`src/rtl/mdu_divider.sv`:
```
// Iterative restoring divider for DIV/DIVU: quotient to LO, remainder to HI, WIDTH+1 cycle latency.
// Optional MDU_DIV_ZERO_FAST_EN: a zero divisor skips the iteration and completes one cycle after start.
module mdu_divider #(
    parameter int WIDTH = 32
) (
    input  logic             clk,
    input  logic             rst_n,
    input  logic             start,
    input  logic             is_signed,
    input  logic [WIDTH-1:0] dividend,
    input  logic [WIDTH-1:0] divisor,
    output logic             busy,
    output logic             done,
    output logic [WIDTH-1:0] quotient,
    output logic [WIDTH-1:0] remainder,
    output logic             div_by_zero,
    output logic [1:0]       state_dbg
);

    localparam int CNT_W = (WIDTH > 1) ? $clog2(WIDTH) : 1;
    localparam logic [1:0] S_IDLE = 2'd0;
    localparam logic [1:0] S_CALC = 2'd1;
    localparam logic [1:0] S_FIX  = 2'd2;

`ifdef MDU_DIV_ZERO_FAST_EN
    localparam logic ZERO_FAST = 1'b1;
`else
    localparam logic ZERO_FAST = 1'b0;
`endif

    logic [1:0]       state;
    logic [CNT_W-1:0] cnt;
    logic [WIDTH:0]   rem_p;
    logic [WIDTH-1:0] quo;
    logic [WIDTH-1:0] dvs;
    logic [WIDTH-1:0] orig_dvd;
    logic             q_neg;
    logic             r_neg;
    logic             dz;

    logic             dvd_neg;
    logic             dvs_neg;
    logic             dvs_zero;
    logic [WIDTH-1:0] dvd_mag;
    logic [WIDTH-1:0] dvs_mag;
    logic [WIDTH+1:0] shifted;
    logic [WIDTH+1:0] diff;
    logic             no_borrow;

    always_comb begin
        dvd_neg   = is_signed & dividend[WIDTH-1];
        dvs_neg   = is_signed & divisor[WIDTH-1];
        dvs_zero  = (divisor == '0);
        dvd_mag   = dvd_neg ? (~dividend + 1'b1) : dividend;
        dvs_mag   = dvs_neg ? (~divisor + 1'b1) : divisor;
        // One extra bit above the WIDTH+1 partial remainder exposes the borrow of the trial subtract.
        shifted   = {rem_p, quo[WIDTH-1]};
        diff      = shifted - {2'b00, dvs};
        no_borrow = ~diff[WIDTH+1];
    end

    assign state_dbg = state;

    always_ff @(posedge clk or negedge rst_n) begin
        if (!rst_n) begin
            state       <= S_IDLE;
            cnt         <= '0;
            rem_p       <= '0;
            quo         <= '0;
            dvs         <= '0;
            orig_dvd    <= '0;
            q_neg       <= 1'b0;
            r_neg       <= 1'b0;
            dz          <= 1'b0;
            busy        <= 1'b0;
            done        <= 1'b0;
            quotient    <= '0;
            remainder   <= '0;
            div_by_zero <= 1'b0;
        end else begin
            done <= 1'b0;
            case (state)
                S_IDLE: begin
                    if (start) begin
                        quo      <= dvd_mag;
                        dvs      <= dvs_mag;
                        orig_dvd <= dividend;
                        q_neg    <= dvd_neg ^ dvs_neg;
                        r_neg    <= dvd_neg;
                        dz       <= dvs_zero;
                        rem_p    <= '0;
                        cnt      <= '0;
                        busy     <= 1'b1;
                        state    <= (ZERO_FAST && dvs_zero) ? S_FIX : S_CALC;
                    end
                end
                S_CALC: begin
                    rem_p <= no_borrow ? diff[WIDTH:0] : shifted[WIDTH:0];
                    quo   <= {quo[WIDTH-2:0], no_borrow};
                    cnt   <= cnt + 1'b1;
                    if (cnt == CNT_W'(WIDTH - 1)) begin
                        state <= S_FIX;
                    end
                end
                S_FIX: begin
                    // A zero divisor reports the raw dividend untouched by the sign fix.
                    if (dz) begin
                        quotient  <= '1;
                        remainder <= orig_dvd;
                    end else begin
                        quotient  <= q_neg ? (~quo + 1'b1) : quo;
                        remainder <= r_neg ? (~rem_p[WIDTH-1:0] + 1'b1) : rem_p[WIDTH-1:0];
                    end
                    div_by_zero <= dz;
                    done        <= 1'b1;
                    busy        <= 1'b0;
                    state       <= S_IDLE;
                end
                default: begin
                    state <= S_IDLE;
                    busy  <= 1'b0;
                end
            endcase
        end
    end

endmodule

```
`config.mk`:
```
export PLATFORM = sky130hd
export DESIGN_NAME = mdu_divider
export DESIGN_NICKNAME = d
export VERILOG_FILES = /design/src/rtl/mdu_divider.sv
export SDC_FILE = /design/constraint.sdc
export NUM_CORES = 1
export LEC_CHECK = 0
export CAP_MARGIN = 20
export CORE_MARGIN = 3
export CORE_UTILIZATION = 45
export CTS_CLUSTER_SIZE = 16
export DETAILED_ROUTE_END_ITERATION = 12
export PLACE_DENSITY = 0.75
export SYNTH_ARGS = -nofsm -noshare
export SYNTH_HDL_FRONTEND = slang
export SYNTH_SLANG_ARGS = --single-unit
```
`constraint.sdc`:
```
create_clock -name clk -period 4.2 [get_ports clk]
set_input_delay 0.84 -clock clk [delete_from_list [all_inputs] [get_ports clk]]
set_output_delay 0.84 -clock clk [all_outputs]
set_load 0.01 [all_outputs]
```
Word-level counts from Yosys, hierarchy flattened
Index checks and enable logic that the tools add are counted.

Output and inout port bits: 69. Input bits: 68. Logic and storage cells: 60. Register bits: 206.

Eq/ne operators: 5. Multiplexer cells: 19. Bitwise gates (word level): 9. Reductions and logical operators: 7. Add/sub/neg operators: 6.

Operators with widths (number): $mux W32 (7); $add A32 B1 Y32 const B (4); $not A32 Y32 (4); $mux W33 (2); $pmux W33 S2 (1); $pmux W32 S2 (1); $sub A34 B32 Y34 (1); $logic_not A32 Y1 (1); $pmux W5 S2 (1); $reduce_and A2 Y1 (4); $add A5 B1 Y5 const B (1); $eq A5 B5 Y1 const B (1); $mux W5 (1); $mux W2 (2); $ne A2 B2 Y1 const B (2); $pmux W2 S2 (1); $and A1 B1 Y1 (2); $eq A2 B1 Y1 const B (1); $eq A2 B2 Y1 const B (1); $logic_not A2 Y1 (1); $mux W1 (2); $not A1 Y1 (2); $pmux W1 S2 (1); $reduce_bool A2 Y1 (1); $xor A1 B1 Y1 (1).

Logic depth before layout (Yosys ltp)
Gate-level depths: netlist of run 1.

Depth in word-level cells: 5. Gate-level depth with buffers: 13. Depth with buffers taken out: 13.

Worst setup path after synthesis of run 1
OpenSTA, ideal clock, no wires.

Path kind: in2reg. Start point: input port dividend[10]. End point: register quo[27]. Data arrival time: 3.028 ns. Path buffers: 0. Setup time: 0.134 ns. Setup slack: 1.038 ns. Stages: 8. Data required time: 4.066 ns. Cells stage by stage: or4_1 -> or3_1 -> nor3_1 -> nand2_1 -> o41ai_1 -> o21ai_0 -> xnor2_1 -> o21ai_0.

Word-level cells in the longest chain between the ends: 5.

RTL lines: start: declaration (RTL line 10) `input logic [WIDTH-1:0] dividend,`; $not A32 Y32 (RTL line 54) `dvd_mag = dvd_neg ? (~dividend + 1'b1) : dividend;`; $add A32 B1 Y32 (RTL line 54); $mux W32 (RTL line 54); $mux W32 (RTL line 84) `if (start) begin`; $pmux W32 S2 (RTL line 82) `case (state)`; end signal: assignment (RTL line 85) `quo <= dvd_mag;`; end signal: assignment (RTL line 99) `quo <= {quo[WIDTH-2:0], no_borrow};`; end: declaration (RTL line 34) `logic [WIDTH-1:0] quo;`.

No other way between the ends. The select of a mux whose other input is x is not followed. A chain may end at the register's enable or synchronous reset.

Worst setup path after layout of run 1
Start point: register rem_p[7]. End point: register rem_p[2].

Word-level cells in the longest chain between the ends: 3.

RTL lines: start: declaration (RTL line 33) `logic [WIDTH:0] rem_p;`; start signal: assignment (RTL line 98) `rem_p <= no_borrow ? diff[WIDTH:0] : shifted[WIDTH:0];`; $sub A34 B32 Y34 (RTL line 58) `diff = shifted - {2'b00, dvs};`; $mux W33 (RTL line 98); $pmux W33 S2 (RTL line 82).

No other way between the ends.

==> results.json, run 1 <==
{
  "cts-hold-fix-buffers": 0,
  "dieArea_um2": 29600,
  "post_cts_buffers": 0,
  "gp_congestion": 0.926,
  "yosysWarnings": 0,
  "rows": 60,
  "worst_pin_slew_ns": 0.996,
  "holdWs_ns": 0.392,
  "tns_ns": 0,
  "crit_start": "rem_p[7]$_DFFE_PN0P_",
  "firstDrtPassIters": 6,
  "antenna_found_initial": 0,
  "syn-cell-area_um2": 12400,
  "min_path_type": "in2async",
  "post-dp-hpwl_mm": 24.3,
  "overflow": 0,
  "wire_per_inst_um": 17.1,
  "synth_enable_flop_cells": 0,
  "ys_types": 59,
  "drcViolationCount": 0,
  "drt_iter0_drc": 1025,
  "drt_wl_total_mm": 33.2,
  "p_leak_nw": 6.52,
  "port_buffers": 136,
  "area_growth_pct": 20.5,
  "n_antenna_cell": 0,
  "fin_crit_ns": 3.68,
  "clock.fmax_mhz": 272,
  "dp_cells": 1904,
  "cp-end-kind": "flop",
  "cts_buffer_depth": 3,
  "root_buffer": "clkbuf_16",
  "path_class": "reg2reg",
  "grt_pass1_wl_mm": 54.4,
  "clock_sinks": 206,
  "numCtsBuffers": 24,
  "fin_crit_sh_pct": 87.6,
  "grt_start_max_net_pins": 100,
  "drive_gt1_share_pct": 5.10,
  "vias": 11120,
  "slew_violations": 0,
  "clk_latency_ns": 0.53,
  "hold_viol": 0,
  "path_max_fanout": 36,
  "rsz0062_at_grt": "no",
  "start_kind": "flop",
  "grt_pass1_vias": 10670,
  "fp.dieW_um": 172,
  "async_reset_ff_share_pct": 100,
  "timing.rr.start": "rem_p[7]$_DFFE_PN0P_",
  "stdcell_count": 1949,
  "power.density_nw_per_um2": 810,
  "finClkSkew_ns": 0.00853,
  "cp.required_ns": 4.61,
  "status": "finished clean",
  "path_clk_slew_ns": 0.06,
  "synth_top_flop_cell": "dfrtp_1",
  "htreeDepth": 1,
  "syn_inst": 1488,
  "vias_per_cell": 5.71,
  "setup_violations": 0,
  "syn_area_per_cell_um2": 8.35,
  "synth_nets": 1595,
  "start_util_pct": 46.0,
  "relSlewSlack_pct": 33.6,
  "cts_tree": "yes",
  "ioPinCount": 137,
  "ys_seq_area_share_pct": 41.5,
  "core-area_um2": 27000,
  "peakVddDrop_mv": 0.506,
  "synth_seq_cells": 206,
  "cts_resized": 0,
  "track_usage_pct": 22.3,
  "critPathArrivalTime_ns": 4.09,
  "die_height_um": 172,
  "nets": 1697,
  "finalPower_mw": 12.1,
  "ant_nets": 0,
  "maxCapViolCount": 0
}
final timing paths:
kind	endpoint	slack, ns	cells after the start
min in group clk	dvs[26]$_DFFE_PN0P_	0.48	2
max in group asynchronous	remainder[3]$_DFFE_PN0P_	2.79	2
max	rem_p[2]$_DFFE_PN0P_	0.52	10
min reg2reg	dvs[26]$_DFFE_PN0P_	0.48	2
max reg2reg	rem_p[2]$_DFFE_PN0P_	0.52	10
min	quotient[30]$_DFFE_PN0P_	0.39	1
power breakdown:
part / total [mW] / switching (mW) / internal, mW
logic: 6.29 / 3.57 / 2.72
registers: 3.66 / 0.894 / 2.77
clock network: 2.18 / 0.839 / 1.34
cells in the final DEF, fill, tap and decap left out, drive strengths merged, types with 3 or more instances in the layout:
cell type / n
nor4: 12
a22oi: 30
clkinv: 8
nand3: 70
mux2i: 7
buf: 19
o211ai: 4
nand2b: 9
xor2: 91
o21a: 5
o41ai: 11
or3: 11
nor2b: 7
nand2: 265
nor2: 100
a21oi: 111
or4: 14
clkdlybuf4s50: 135
and2: 9
a211oi: 4
a31oi: 6
o311ai: 6
o31ai: 27
o21ai: 164
nand4: 8
dfrtp: 206
a21o: 15
xnor2: 59
a41oi: 3
a32o: 3
a32oi: 9
clkbuf: 35
a221o: 3
inv: 53
bufinv: 3
ha: 38
and3: 6
nor3: 22
worst max-delay path, cell delays in order (launching register included):
cell	delay (ns)
dfrtp_1	0.47
ha_1	0.41
a2111oi_0	0.41
o21ai_0	0.15
o21ai_0	0.15
and4_1	0.29
or3_1	0.20
o21ai_1	0.21
xnor2_4	0.82
nand2_1	0.16
a32o_1	0.29
kinds of logic after synthesis:
| group | count (synthesis) | synth area share (%) |
|---|---|---|
| and+or+nand+nor | 542 | 19.5 |
| AOI/OAI and AO/OA | 411 | 19.9 |
| DFF | 206 | 41.5 |
| xor gates and xnor gates | 150 | 10.6 |
| buffers and inverters | 133 | 4.03 |
| adders and majority gates | 39 | 3.99 |
| muxes | 7 | 0.564 |
through the flow:
step | util (%) | cell area [µm²] | setup slack (ns)
4_1_cts | 55.4 | 15000 | 0.425
3_5_place_dp | 52.3 | 14100 | 0.211
6_report | 55.4 | 15000 | 0.520
5_1_grt | 55.4 | 15000 | 0.200
3_3_place_gp | 52.2 | 14100 | 0.268
2_1_floorplan | - | 12400 | 1.04
sequential cells by signal, indices dropped and copies added (netlist names):
register     flops
orig_dvd        32
busy             1
q_neg            1
done             1
cnt              5
remainder       32
quo             32
r_neg            1
rem_p           33
dz               1
quotient        32
state_dbg        2
dvs             32
div_by_zero      1
area by class of cell:
type	instances	area, µm²
tap	341	427
multi-input combinational	1149	6820
inverter	54	203
sequential	206	5160
clock inverter	10	136
timing repair buffer	155	1530
fill	2478	12100
clock buffer	34	698
Yosys cell counts (4+ instances only):
master	instances	area (µm²)
nor2b_1	7	43.8
a32oi_1	9	78.8
o21ai_1	5	25.0
o31ai_1	25	188
and3_1	6	37.5
nor2_1	100	375
a211oi_1	4	30.0
a21o_1	15	113
xnor2_1	59	517
dfrtp_1	206	5150
nand3_1	70	350
nor3_1	22	110
or4_4	4	45.0
xor2_1	91	797
o21a_1	5	37.5
a21oi_1	111	556
o211ai_1	4	30.0
nand2_1	265	995
nand2b_1	9	56.3
or4_1	10	75.1
a22oi_1	30	225
ha_1	38	475
o21ai_0	159	796
o41ai_1	10	87.6
inv_1	53	199
buf_1	9	33.8
a31oi_1	6	37.5
clkbuf_1	69	259
o311ai_0	6	52.6
mux2i_1	7	70.1
and2_1	9	56.3
nor4_1	11	68.8
or3_1	9	56.3
nand4_1	8	50.1
layer usage:
| layer | vias to the layer above | wire length (µm) | global-route usage [%] |
|---|---|---|---|
| met4 | 0 | 835 | 5.31 |
| met3 | 61 | 1740 | 2.77 |
| met1 | 5320 | 14900 | 30.4 |
| met5 | - | 0 | 0 |
| met2 | 332 | 15700 | 38.0 |
| li1 | 5407 | - | - |
Note: power is estimated with default switching activity, not from simulation.
==> run 2, diff against run 1 <==
--- a/config.mk
+++ b/config.mk
@@ -7,5 +7,4 @@
 export LEC_CHECK = 0
 export CAP_MARGIN = 20
-export CORE_MARGIN = 3
 export CORE_UTILIZATION = 45
 export CTS_CLUSTER_SIZE = 16
==> constraint.sdc (replaced) <==
create_clock -name clk -period 4.2 [get_ports clk]
set_input_delay 0.84 -clock clk [delete_from_list [all_inputs] [get_ports clk]]
set_output_delay 0.84 -clock clk [all_outputs]
set_load 0.005 [all_outputs]
==> run 2 against run 1 <==
Net effect:
- flip-flop and latch count stayed put
- hold slack better by 0.024 ns
- sequential power hardly changed
- wire length is 5.6% lower
- global-route usage is 0.10 points higher
- critical path depth is 1 lower
- clock skew is 0.0070 ns higher
- combinational power is 2% lower
- largest cell class unchanged
- largest power group unchanged
==> results.json, run 2 (synthesis results as in run 1) <==
{
  "setup_violations": 0,
  "largest_reg_flops": 33,
  "regMostFlops": "rem_p",
  "gp_congestion": 0.889,
  "vias_per_cell": 5.58,
  "crit_start": "dividend[8]",
  "status": "finished clean",
  "cts-hold-fix-buffers": 0,
  "relSlewSlack_pct": 31.2,
  "n_antenna_cell": 0,
  "fin_crit_ns": 3.64,
  "finClkSkew_ns": 0.0155,
  "hold_viol": 0,
  "clk_latency_ns": 0.53,
  "critPathSlowestCell": "or4_1",
  "drive_gt1_share_pct": 4.61,
  "final_common_cell": "nand2_1",
  "gr-usage-met3_pct": 2.84,
  "tns_ns": 0,
  "final_cell_mix": "nand2_1 (264), dfrtp_1 (205), o21ai_0 (159), clkdlybuf4s50_1 (135), a21oi_1 (111)",
  "p_leak_nw": 6.47,
  "holdWs_ns": 0.416,
  "cts_tree": "yes",
  "die_height_um": 168,
  "numCtsBuffers": 23,
  "crit_chain": "clkdlybuf4s50_1 > or4_1 > or3_1 > nor3_1 > nand2_1 > o41ai_1 > o21ai_0 > xnor2_1 > o21ai_0",
  "fillers": 2482,
  "clock_sinks": 206,
  "antenna_found_initial": 0,
  "root_buffer": "clkbuf_16",
  "slowest_delay_ns": 0.61,
  "nets": 1694,
  "vias": 10854,
  "area_growth_pct": 19.7,
  "ioPinCount": 137,
  "htreeDepth": 1,
  "drt_wl_total_mm": 31.4,
  "peakVddDrop_mv": 0.320,
  "cp-end-kind": "flop",
  "drcViolationCount": 0,
  "core-area_um2": 27000,
  "firstDrtPassIters": 5,
  "dieArea_um2": 28300,
  "drt_iter0_drc": 938,
  "start_kind": "input pin",
  "grt_pass1_wl_mm": 51.8,
  "path_clk_slew_ns": 0.06,
  "worst_pin_slew_ns": 1.03,
  "grt_start_max_net_pins": 111,
  "start_util_pct": 46.0,
  "r2r-end": "rem_p[0]$_DFFE_PN0P_",
  "wire_per_inst_um": 16.1,
  "path_common_cell": "o21ai_0",
  "post-dp-hpwl_mm": 23.0,
  "grt_use_met1_pct": 32.0,
  "clock.fmax_mhz": 275,
  "ant_nets": 0,
  "slew_violations": 0,
  "reg2regPathDepth": 11,
  "timing.rr.start": "rem_p[0]$_DFFE_PN0P_",
  "min_path_type": "in2async",
  "use_met2_pct": 36.3,
  "path_class": "in2reg",
  "rows": 60,
  "fp.dieW_um": 168,
  "cts_resized": 0,
  "rsz0062_at_grt": "no",
  "overflow": 0,
  "critPathArrivalTime_ns": 4.09,
  "grt-busiest-layer": "met2",
  "port_buffers": 136,
  "cp.required_ns": 4.65,
  "power.density_nw_per_um2": 796,
  "post_cts_buffers": 0,
  "cts_buffer_depth": 3,
  "path_max_fanout": 5,
  "fin_crit_sh_pct": 86.6,
  "track_usage_pct": 22.4,
  "reg2reg_slack_ns": 0.73,
  "maxCapViolCount": 0,
  "grt_pass1_vias": 10104
}
==> run 2: worst max path at each step <==
stage / to / slack [ns] / cells past startpoint
6_report: quo[27]$_DFFE_PN0P_ / 0.56 / 9
5_1_grt: quo[27]$_DFFE_PN0P_ / 0.38 / 9
4_1_cts: quo[27]$_DFFE_PN0P_ / 0.66 / 9
3_5_place_dp: quo[27]$_DFFE_PN0P_ / 0.15 / 9
3_3_place_gp: quo[27]$_DFFE_PN0P_ / 0.18 / 9
2_1_floorplan: quo[27]$_DFFE_PN0P_ / 1.04 / 8
==> run 2: layout make-up <==
cell class | count | area, µm² | area share, %
Clock inverter | 5 | 65.1 | 0.437
Multi-Input combinational cell | 1149 | 6800 | 45.7
Clock buffer | 37 | 698 | 4.69
Timing Repair Buffer | 153 | 1530 | 10.3
Tap cell | 341 | 427 | 2.87
Sequential cell | 206 | 5160 | 34.7
Inverter | 54 | 203 | 1.36
==> run 2: per-stage QoR <==
step	std cells	instance area [µm²]	setup slack, ns	power (mW)	utilization, %
2_1_floorplan	1488	12400	1.04	8.09	-
3_3_place_gp	1902	14100	0.183	9.64	52.2
3_5_place_dp	1903	14100	0.150	9.80	52.2
4_1_cts	1945	14900	0.664	11.9	55.1
5_1_grt	1945	14900	0.385	12.9	55.1
6_report	1945	14900	0.561	11.8	55.1
==> run 2: metal layers <==
layer / wire [µm] / up-vias
met3: 1790 / 48
met2: 14200 / 314
met1: 14800 / 5090
met5: 0 / -
li1: - / 5402
met4: 615 / 0
==> run 2: report_power, final <==
| group | switching [mW] | internal, mW |
|---|---|---|
| combinational | 3.46 | 2.70 |
| sequential | 0.899 | 2.77 |
| clock | 0.827 | 1.20 |
==> run 2: worst max-delay path, delay by kind of cell <==
family | cells | cell delay (ns)
buf+inv | 1 | 0.48
simple gates | 4 | 1.71
xor+xnor | 1 | 0.16
compound gates | 3 | 0.89
